**config.mk**
```make
export PLATFORM = sky130hd
export DESIGN_NAME = polybius_code_serializer_flat
export DESIGN_NICKNAME = d
export VERILOG_FILES = /design/src/rtl/polybius_code_serializer_if.sv /design/src/rtl/polybius_code_serializer.sv /design/src/flat_wrapper.sv
export SDC_FILE = /design/constraint.sdc
export NUM_CORES = 1
export LEC_CHECK = 0
export CAP_MARGIN = 20
export CORE_MARGIN = 1.5
export CORE_UTILIZATION = 25
export DETAILED_ROUTE_END_ITERATION = 6
export SYNTH_ARGS = -nofsm -noshare
export SYNTH_HDL_FRONTEND = slang
export SYNTH_SLANG_ARGS = --single-unit
```
**constraint.sdc**
```tcl
create_clock -name clk -period 5.8 [get_ports clk]
set_clock_uncertainty 0.15 [all_clocks]
set_input_delay 0.87 -clock clk [delete_from_list [all_inputs] [get_ports clk]]
set_output_delay 0.87 -clock clk [all_outputs]
set_load 0.02 [all_outputs]
```
**src/rtl/polybius_code_serializer_if.sv**
```systemverilog
// polybius_code_serializer_if
//   Handshake bundle between the Polybius encryptor control, the code
//   serializer and the character sink.
//   code_in/code_valid/code_ready : cipher code channel (upstream -> block)
//   char_out/char_valid/char_ready: ASCII character channel (block -> sink)
//   err_count                     : saturating count of unencodable codes
//   modport slave  : the serializer side
//   modport master : the environment (upstream producer + character sink)
interface polybius_code_serializer_if;
  logic [7:0]  code_in;
  logic        code_valid;
  logic        code_ready;
  logic [7:0]  char_out;
  logic        char_valid;
  logic        char_ready;
  logic [15:0] err_count;

  modport slave (
    input  code_in,
    input  code_valid,
    input  char_ready,
    output code_ready,
    output char_out,
    output char_valid,
    output err_count
  );

  modport master (
    output code_in,
    output code_valid,
    output char_ready,
    input  code_ready,
    input  char_out,
    input  char_valid,
    input  err_count
  );
endinterface

```
**src/rtl/polybius_code_serializer.sv**
```systemverilog
// polybius_code_serializer
//   Turns a decimal Polybius cipher code (tens = row, ones = column, each
//   1..GRID) into a stream of ASCII digit characters, one per handshake:
//   tens digit, ones digit, then an optional separator. Codes outside the
//   grid (including 0 and anything above 99) are emitted as "??" and counted.
// Ports
//   clk  : rising-edge clock
//   rst  : asynchronous, active-high reset
//   bus  : slave side of polybius_code_serializer_if
//          code_in/code_valid/code_ready  - code acceptance handshake
//          char_out/char_valid/char_ready - character output handshake
//          err_count                      - invalid codes accepted (saturates)
module polybius_code_serializer #(
  parameter int unsigned GRID      = 7,
  parameter bit          SEP_EN    = 1'b1,
  parameter logic [7:0]  SEPARATOR = 8'h20
) (
  input  logic                             clk,
  input  logic                             rst,
  polybius_code_serializer_if.slave        bus
);

  typedef enum logic [1:0] {
    IDLE = 2'd0,
    TENS = 2'd1,
    ONES = 2'd2,
    SEP  = 2'd3
  } state_t;

  localparam logic [7:0] GRID_B     = 8'(GRID);
  localparam logic [7:0] CHAR_ZERO  = 8'h30;
  localparam logic [7:0] CHAR_QMARK = 8'h3F;
  // The state after which a new code may be taken without a bubble.
  localparam state_t     LAST       = SEP_EN ? SEP : ONES;

  state_t      state;
  state_t      state_next;

  logic [7:0]  tens_c;
  logic [7:0]  ones_c;
  logic        invalid_c;

  logic [7:0]  tens_q;
  logic [7:0]  ones_q;
  logic        inv_q;
  logic [15:0] err_q;

  logic        code_ready_c;
  logic        accept;
  logic [7:0]  char_c;
  logic        char_valid_c;

  // Digit split of the incoming code and validity against the grid.
  always_comb begin
    tens_c    = bus.code_in / 8'd10;
    ones_c    = bus.code_in % 8'd10;
    invalid_c = (bus.code_in > 8'd99) ||
                (tens_c == 8'd0) || (tens_c > GRID_B) ||
                (ones_c == 8'd0) || (ones_c > GRID_B);
  end

  // Ready in IDLE, or in the last state when its character leaves this cycle,
  // so a new code can overlap the final handshake.
  always_comb begin
    code_ready_c = 1'b0;
    if (!rst) begin
      code_ready_c = (state == IDLE) || ((state == LAST) && bus.char_ready);
    end
  end

  assign accept = bus.code_valid && code_ready_c;

  always_ff @(posedge clk or posedge rst) begin
    if (rst) begin
      state <= IDLE;
    end else begin
      state <= state_next;
    end
  end

  always_comb begin
    state_next = state;
    case (state)
      IDLE: begin
        if (accept) begin
          state_next = TENS;
        end
      end
      TENS: begin
        if (bus.char_ready) begin
          state_next = ONES;
        end
      end
      ONES: begin
        if (bus.char_ready) begin
          if (SEP_EN) begin
            state_next = SEP;
          end else begin
            state_next = accept ? TENS : IDLE;
          end
        end
      end
      SEP: begin
        if (bus.char_ready) begin
          state_next = accept ? TENS : IDLE;
        end
      end
      default: state_next = IDLE;
    endcase
  end

  // Holding registers change only on capture, which keeps char_out stable
  // through any amount of backpressure.
  always_ff @(posedge clk or posedge rst) begin
    if (rst) begin
      tens_q <= '0;
      ones_q <= '0;
      inv_q  <= 1'b0;
    end else if (accept) begin
      tens_q <= tens_c;
      ones_q <= ones_c;
      inv_q  <= invalid_c;
    end
  end

  always_ff @(posedge clk or posedge rst) begin
    if (rst) begin
      err_q <= '0;
    end else if (accept && invalid_c && (err_q != '1)) begin
      err_q <= err_q + 16'd1;
    end
  end

  always_comb begin
    char_c       = 8'h00;
    char_valid_c = 1'b0;
    case (state)
      IDLE: begin
        char_c       = 8'h00;
        char_valid_c = 1'b0;
      end
      TENS: begin
        char_c       = inv_q ? CHAR_QMARK : (CHAR_ZERO + tens_q);
        char_valid_c = 1'b1;
      end
      ONES: begin
        char_c       = inv_q ? CHAR_QMARK : (CHAR_ZERO + ones_q);
        char_valid_c = 1'b1;
      end
      SEP: begin
        char_c       = SEPARATOR;
        char_valid_c = 1'b1;
      end
      default: begin
        char_c       = 8'h00;
        char_valid_c = 1'b0;
      end
    endcase
  end

  assign bus.code_ready = code_ready_c;
  assign bus.char_out   = char_c;
  assign bus.char_valid = char_valid_c;
  assign bus.err_count  = err_q;

endmodule
```
**src/flat_wrapper.sv**
```systemverilog
// flat-port wrapper written by rule: the top's interface ports become plain ports
module polybius_code_serializer_flat 
#(
  parameter int unsigned GRID      = 7,
  parameter bit          SEP_EN    = 1'b1,
  parameter logic [7:0]  SEPARATOR = 8'h20
)
  (clk, rst, bus_code_in, bus_code_valid, bus_char_ready, bus_code_ready, bus_char_out, bus_char_valid, bus_err_count);
  polybius_code_serializer_if bus_i ();
  input  logic clk;
  input  logic rst;
  input wire logic [$bits(bus_i.code_in)-1:0] bus_code_in;
  input wire logic [$bits(bus_i.code_valid)-1:0] bus_code_valid;
  input wire logic [$bits(bus_i.char_ready)-1:0] bus_char_ready;
  output wire logic [$bits(bus_i.code_ready)-1:0] bus_code_ready;
  output wire logic [$bits(bus_i.char_out)-1:0] bus_char_out;
  output wire logic [$bits(bus_i.char_valid)-1:0] bus_char_valid;
  output wire logic [$bits(bus_i.err_count)-1:0] bus_err_count;
  assign bus_i.code_in = bus_code_in;
  assign bus_i.code_valid = bus_code_valid;
  assign bus_i.char_ready = bus_char_ready;
  assign bus_code_ready = bus_i.code_ready;
  assign bus_char_out = bus_i.char_out;
  assign bus_char_valid = bus_i.char_valid;
  assign bus_err_count = bus_i.err_count;
  polybius_code_serializer #(.GRID(GRID), .SEP_EN(SEP_EN), .SEPARATOR(SEPARATOR)) u_core (.clk(clk), .rst(rst), .bus(bus_i));
endmodule
```
==> impl_metrics.tcl, run 1 <==
set metrics [dict create \
    dp_hpwl_um 5201 \
    drt-pass1-iter-count 4 \
    hold_buffers 0 \
    rsz0062_at_grt "no" \
    drt-initial-drc-count 244 \
    synth_cells 345 \
    layout-drive-gt1-share_pct 11.11 \
    chipWidth_um 110.1 \
    grt_util_all_layers_pct 12.81 \
    instances_no_fill 509 \
    wl_per_cell_um 14.21 \
    finalWirelength_um 7233 \
    fp.coreArea_sq_um 11030 \
    start_util_pct 26.01 \
    cts_sinks 32 \
    grt_max_degree 36 \
    cts_tree "done" \
    post-route-period-util_pct 76.60 \
    post_drt_via_cell_ratio 5.161 \
    finish.instance_area_sq_um 3456 \
    cp_max_fo 19 \
    fin_nets 389 \
    cts_made_buffers 5 \
    grt_first_pass_wirelength_um 12480 \
    worst_ep_required_time_ns 5.81 \
    yosysWarnings 0 \
    placedCellCount 501 \
    synth_area_per_cell_sq_um 8.316 \
    worstSetupPathType "in -> reg" \
    gp_congestion 0.8789 \
    synth-seq-area-share_pct 27.91 \
    fin_total_pwr_mw 1.196 \
    ys_types 73 \
    mostFrequentLayoutCell "clkdlybuf4s50_1" \
    root_buffer "clkbuf_16" \
    syn_nets 366 \
    antenna_left 0 \
    async_reset_ff_share_pct 100.0 \
    tns_ns 0 \
    io_buffer_count 37 \
    fp-row-count 38 \
    cap_violations 0 \
    fmax_mhz 225.1 \
    powerDensity_nw_per_um2 346.0 \
    whs_ns 0.3291 \
    dieArea_sq_um 12130 \
    cts_setup_buffers 0 \
    final_cell_mix "clkdlybuf4s50_1, nand2_1, dfrtp_1" \
    end_kind "flop" \
    antenna_cells_inserted 0 \
    maxSlewHeadroom_pct 45.13 \
    cp-start-kind "input port" \
    area_growth_pct 20.45 \
    post_cts_resized 0 \
    place_area_sq_um 3288 \
    syn-cell-area_sq_um 2869 \
    crit_family "compound AO/OA/AOI/OAI gates" \
    finalHoldViolCount 0 \
    cp_cell_sequence "clkdlybuf4s50_1 > nor2b_1 > xnor2_1 > a21o_1 > a221oi_2 > ha_1 > o22ai_1 > nand2_1 > o211ai_2 > o31a_4 > nor3_2 > mux2_1" \
    setup_viol 0 \
    cts_buffer_depth 2 \
    timing.critical_path.buf_inv 1 \
    cellLeakagePower_nw 1.431 \
    min_path_type "reg -> reg" \
    grt_overflow 0 \
    htreeDepth 2 \
    ys_ff_latch 32 \
    via_count 2627 \
    slowest_delay_ns 0.73 \
    grt_pass1_vias 2524 \
    die_y_um 110.1 \
    antenna_found_initial 0 \
    status "complete, no violations" \
    peakVddDrop_v 0.0002249 \
    synth_edf_count 0 \
    ys.flop_type "dfrtp_1" \
    tightest_slew_ns 0.8185 \
    clk_latency_ns 0.28 \
    ios 38 \
    crit_slowest_cell "clkdlybuf4s50_1" \
    crit_arrival_ns 4.45 \
    drv_slew 0 \
    route.detailed.drc 0 \
    clk_pin_slew_ns 0.05 \
    post-route-min-period_ns 4.443 \
]
==> stage by stage <==
stage | utilization [%] | worst slack, ns
after CTS | 31.33 | 1.385
after floorplan | - | 2.290
after detailed placement | 29.81 | 1.091
after global routing | 31.33 | 1.043
final | 31.33 | 1.357
after global placement | 29.81 | 1.162
==> worst reg2reg max path: stages, from the launching register on <==
cell and delay [ns]:
dfrtp_1 0.42, inv_1 0.14, ha_1 0.22, a21oi_1 0.06
nor2_1 0.16, nand2_1 0.44, nor2_1 0.28, o21ai_0 0.26
nor4b_2 0.32, xor2_1 0.18
==> final cells by class <==
cell class / count / area [sq um]
repair buffers: 44 / 422.9
clock inverters: 3 / 42.54
well taps: 140 / 175.2
clock buffers: 5 / 125.1
inverters: 15 / 56.30
multi-input cells: 270 / 1833
fillers: 1166 / 7575
flip-flops and latches: 32 / 800.8
==> report_power, final <==
part | switching (mW) | internal (mW)
clock network | 0.0946 | 0.201
registers | 0.0526 | 0.285
logic | 0.323 | 0.240
total | 0.470 | 0.726
==> registers in the layout, indices dropped and copies added, names as in the netlist <==
signal	count
u_core.ones_q	8
u_core.tens_q	5
u_core.state	2
u_core.bus.err_count	16
u_core.inv_q	1
==> Yosys cell counts, types with 3 or more instances <==
| master | instances | area share (%) |
|---|---|---|
| clkbuf_1 | 7 | 0.92 |
| and3_1 | 3 | 0.65 |
| nor2b_1 | 9 | 2.0 |
| dfrtp_1 | 32 | 28 |
| nand2b_1 | 4 | 0.87 |
| a31oi_1 | 3 | 0.65 |
| ha_1 | 9 | 3.9 |
| a32oi_1 | 4 | 1.2 |
| o21ai_1 | 4 | 0.70 |
| a22oi_1 | 9 | 2.4 |
| nor2_1 | 31 | 4.1 |
| nor3_2 | 6 | 2.1 |
| and3b_1 | 3 | 0.92 |
| xnor2_1 | 5 | 1.5 |
| buf_6 | 7 | 2.7 |
| o21ai_0 | 20 | 3.5 |
| inv_1 | 14 | 1.8 |
| o22ai_1 | 3 | 0.65 |
| and2_1 | 4 | 0.87 |
| nor4b_1 | 3 | 0.92 |
| nor3_1 | 9 | 1.6 |
| xor2_1 | 13 | 4.0 |
| nand3_1 | 13 | 2.3 |
| o21a_1 | 3 | 0.78 |
| o22a_1 | 3 | 0.92 |
| a21oi_1 | 21 | 3.7 |
| nand2_1 | 33 | 4.3 |
| nor4bb_1 | 3 | 1.0 |
| buf_2 | 11 | 1.9 |
| a2bb2oi_1 | 3 | 0.92 |
| nor4_1 | 3 | 0.65 |
==> cells by family after synthesis <==
group | count (synthesis) | synth area share, %
XOR/XNOR | 20 | 6.629
adder cells (fa/ha/maj) | 9 | 3.925
multiplexers | 3 | 1.134
AO/OA/AOI/OAI | 101 | 25.38
flip-flops | 32 | 27.91
buffers and inverters | 43 | 8.199
AND/OR/NAND/NOR | 137 | 26.82
==> routing by layer <==
layer / track usage [%] / share of wire (%) / wire length (um) / vias to the layer above
met5: 0 / 0 / 0 / -
met4: 3.846 / 1.4 / 102 / 0
met3: 2.058 / 5.8 / 422 / 11
met2: 19.61 / 45 / 3240 / 85
met1: 18.43 / 48 / 3468 / 1225
li1: - / - / - / 1306
==> worst paths after layout <==
check                                       from                  endpoint  slack [ns]  cells past startpoint
min in group asynchronous                    rst           u_core.state[0]        0.87                      3
worst min register to register  u_core.ones_q[2]          u_core.ones_q[2]        0.33                      2
max in group asynchronous                    rst          u_core.ones_q[1]        4.34                      3
worst min-delay path            u_core.ones_q[2]          u_core.ones_q[2]        0.33                      2
worst max register to register   u_core.state[0]  u_core.bus.err_count[14]        3.10                      9
worst max-delay path              bus_code_in[7]   u_core.bus.err_count[1]        1.36                     12
No activity file was read; power rests on OpenSTA's default activity.
==> run 2: changes to the inputs <==
Clock period 5.8 ns to 4 ns, I/O delays scaled along.
==> run 2 against run 1 <==
  * Non-clock buffer count increased by 24
  * Die area unchanged
  * Critical path depth unchanged
  * Global-route usage increased by 0.15 points
  * Count of clock-buffer cells in the layout unchanged
  * Sequential cell count unchanged
  * Final cell count increased by 4.7%
  * Utilization increased by 1.6 points
  * Combinational power increased by 49%
  * Via count increased by 4.8%
==> impl_metrics.tcl, run 2 (synthesis results as in run 1) <==
set metrics [dict create \
    internal_power_mw 1.074 \
    grt_util_all_layers_pct 12.96 \
    powerDensity_nw_per_um2 484.3 \
    switching_share_pct 39.03 \
    drv_slew 0 \
    antenna_cells_inserted 0 \
    status "complete, no violations" \
    route.detailed.drc 0 \
    switchingPower_mw 0.6873 \
    finalWirelength_um 7587 \
    io_buffer_count 37 \
    finish.instance_area_sq_um 3636 \
    grt_max_degree 33 \
    start_util_pct 26.01 \
    chipWidth_um 110.1 \
    peakVddDrop_v 0.0003897 \
    grt_first_pass_wirelength_um 12720 \
    combPwrFrac_pct 47.6 \
    fp.coreArea_sq_um 11030 \
    drt-pass1-iter-count 4 \
    cts_setup_buffers 0 \
    post_cts_resized 0 \
    cts_sinks 32 \
    final_util_pct 32.96 \
    cap_violations 0 \
    setup_viol 0 \
    via_count 2754 \
    clk_pin_slew_ns 0.05 \
    dieArea_sq_um 12130 \
    grt_overflow 0 \
    end_kind "flop" \
    worstSetupPathType "in -> reg" \
    tns_ns 0 \
    cellLeakagePower_nw 1.548 \
    clk_latency_ns 0.28 \
    area_growth_pct 26.73 \
    hold_buffers 0 \
    crit_slowest_cell "clkdlybuf4s50_1" \
    drt-initial-drc-count 314 \
    cts_made_buffers 5 \
    cp-start-kind "input port" \
    antenna_found_initial 0 \
    min_path_type "reg -> reg" \
    timing.critical_path.buf_inv 1 \
    fp-row-count 38 \
    post-route-period-util_pct 93.02 \
    post-route-min-period_ns 3.721 \
    fin_nets 413 \
    slowest_delay_ns 0.53 \
    ios 38 \
    rsz0062_at_grt "no" \
    largest_register_ffs 16 \
    dpl_worst_slack_ns 0.009977 \
    htreeDepth 2 \
    root_buffer "clkbuf_16" \
    cp_max_fo 9 \
    post_drt_via_cell_ratio 5.167 \
    dp_hpwl_um 5594 \
    worst_ep_required_time_ns 4.01 \
    place_area_sq_um 3468 \
    fmax_mhz 268.8 \
    cts_buffer_depth 2 \
    maxSlewHeadroom_pct 49.01 \
    wl_per_cell_um 14.23 \
    p_seq_share_pct 27.8 \
    crit_arrival_ns 3.73 \
    die_y_um 110.1 \
    fin_total_pwr_mw 1.761 \
    worst_slack_ns 0.2792 \
    layout-drive-gt1-share_pct 16.54 \
    finalHoldViolCount 0 \
    clockPowerShare_pct 24.7 \
    final_cell_mix "clkdlybuf4s50_1, nand2_1, dfrtp_1" \
    mostFrequentLayoutCell "clkdlybuf4s50_1" \
    crit_family "compound AO/OA/AOI/OAI gates" \
    cts_tree "done" \
    cp_cell_sequence "clkdlybuf4s50_1 > nor4bb_1 > o21ai_0 > a31oi_1 > a221oi_2 > ha_1 > o22ai_1 > nand2_1 > o211ai_2 > o31a_4 > nor3_2 > mux2_1" \
    tightest_slew_ns 0.7607 \
    grt_pass1_vias 2600 \
    antenna_left 0 \
    gp_congestion 0.9144 \
]
## run 2: cell count changes in the layout (fill, tap and decap cells not counted)
cell	delta
buf_4	+24
## run 2: power by group through the flow
stage | clock [mW] | combinational [mW] | sequential, mW
finish | 0.435 | 0.837 | 0.489
global route | 0.459 | 0.921 | 0.499
CTS | 0.441 | 0.840 | 0.488
detailed placement | 0 | 0.836 | 0.493
global placement | 0 | 0.820 | 0.490
floorplan | 0 | 0.513 | 0.497
## run 2: per-layer routing
layer	routed length, um	GRT usage [%]
met5	0	0
met4	133	3.571
met3	343	1.587
met2	3451	20.41
met1	3658	18.62
## run 2: path summary, 6_finish.rpt
path	startpoint	endpoint	slack, ns	cells after the start
min in group asynchronous	rst	u_core.bus.err_count[4]	0.59	3
max in group asynchronous	rst	u_core.tens_q[4]	2.81	3
min reg2reg	u_core.ones_q[3]	u_core.ones_q[3]	0.32	2
max reg2reg	u_core.bus.err_count[4]	u_core.bus.err_count[1]	1.34	8
min	u_core.ones_q[3]	u_core.ones_q[3]	0.32	2
max	bus_code_in[5]	u_core.bus.err_count[1]	0.28	12
## run 2: worst register-to-register path, delay by kind of cell, from the launching register on
kind | cells | cell delay [ns]
flip-flops | 1 | 0.44
AND/OR/NAND/NOR | 7 | 1.62
multiplexers | 1 | 0.34
## run 2: area by class of cell
| type | count | area (sq um) |
|---|---|---|
| Fill cell | 1181 | 7395 |
| Multi-Input combinational cell | 270 | 1833 |
| Sequential cell | 32 | 800.8 |
| Timing Repair Buffer | 68 | 603.1 |
| Tap cell | 140 | 175.2 |
| Clock buffer | 5 | 125.1 |
| Inverter | 15 | 56.30 |
| Clock inverter | 3 | 42.54 |
## run 2: through the flow
step / hold WS, ns / instances
3_5_place_dp: 0.3150 / 525
2_1_floorplan: 0.2891 / 345
4_1_cts: 0.3227 / 533
3_3_place_gp: 0.3016 / 525
6_report: 0.3229 / 533
5_1_grt: 0.3602 / 533
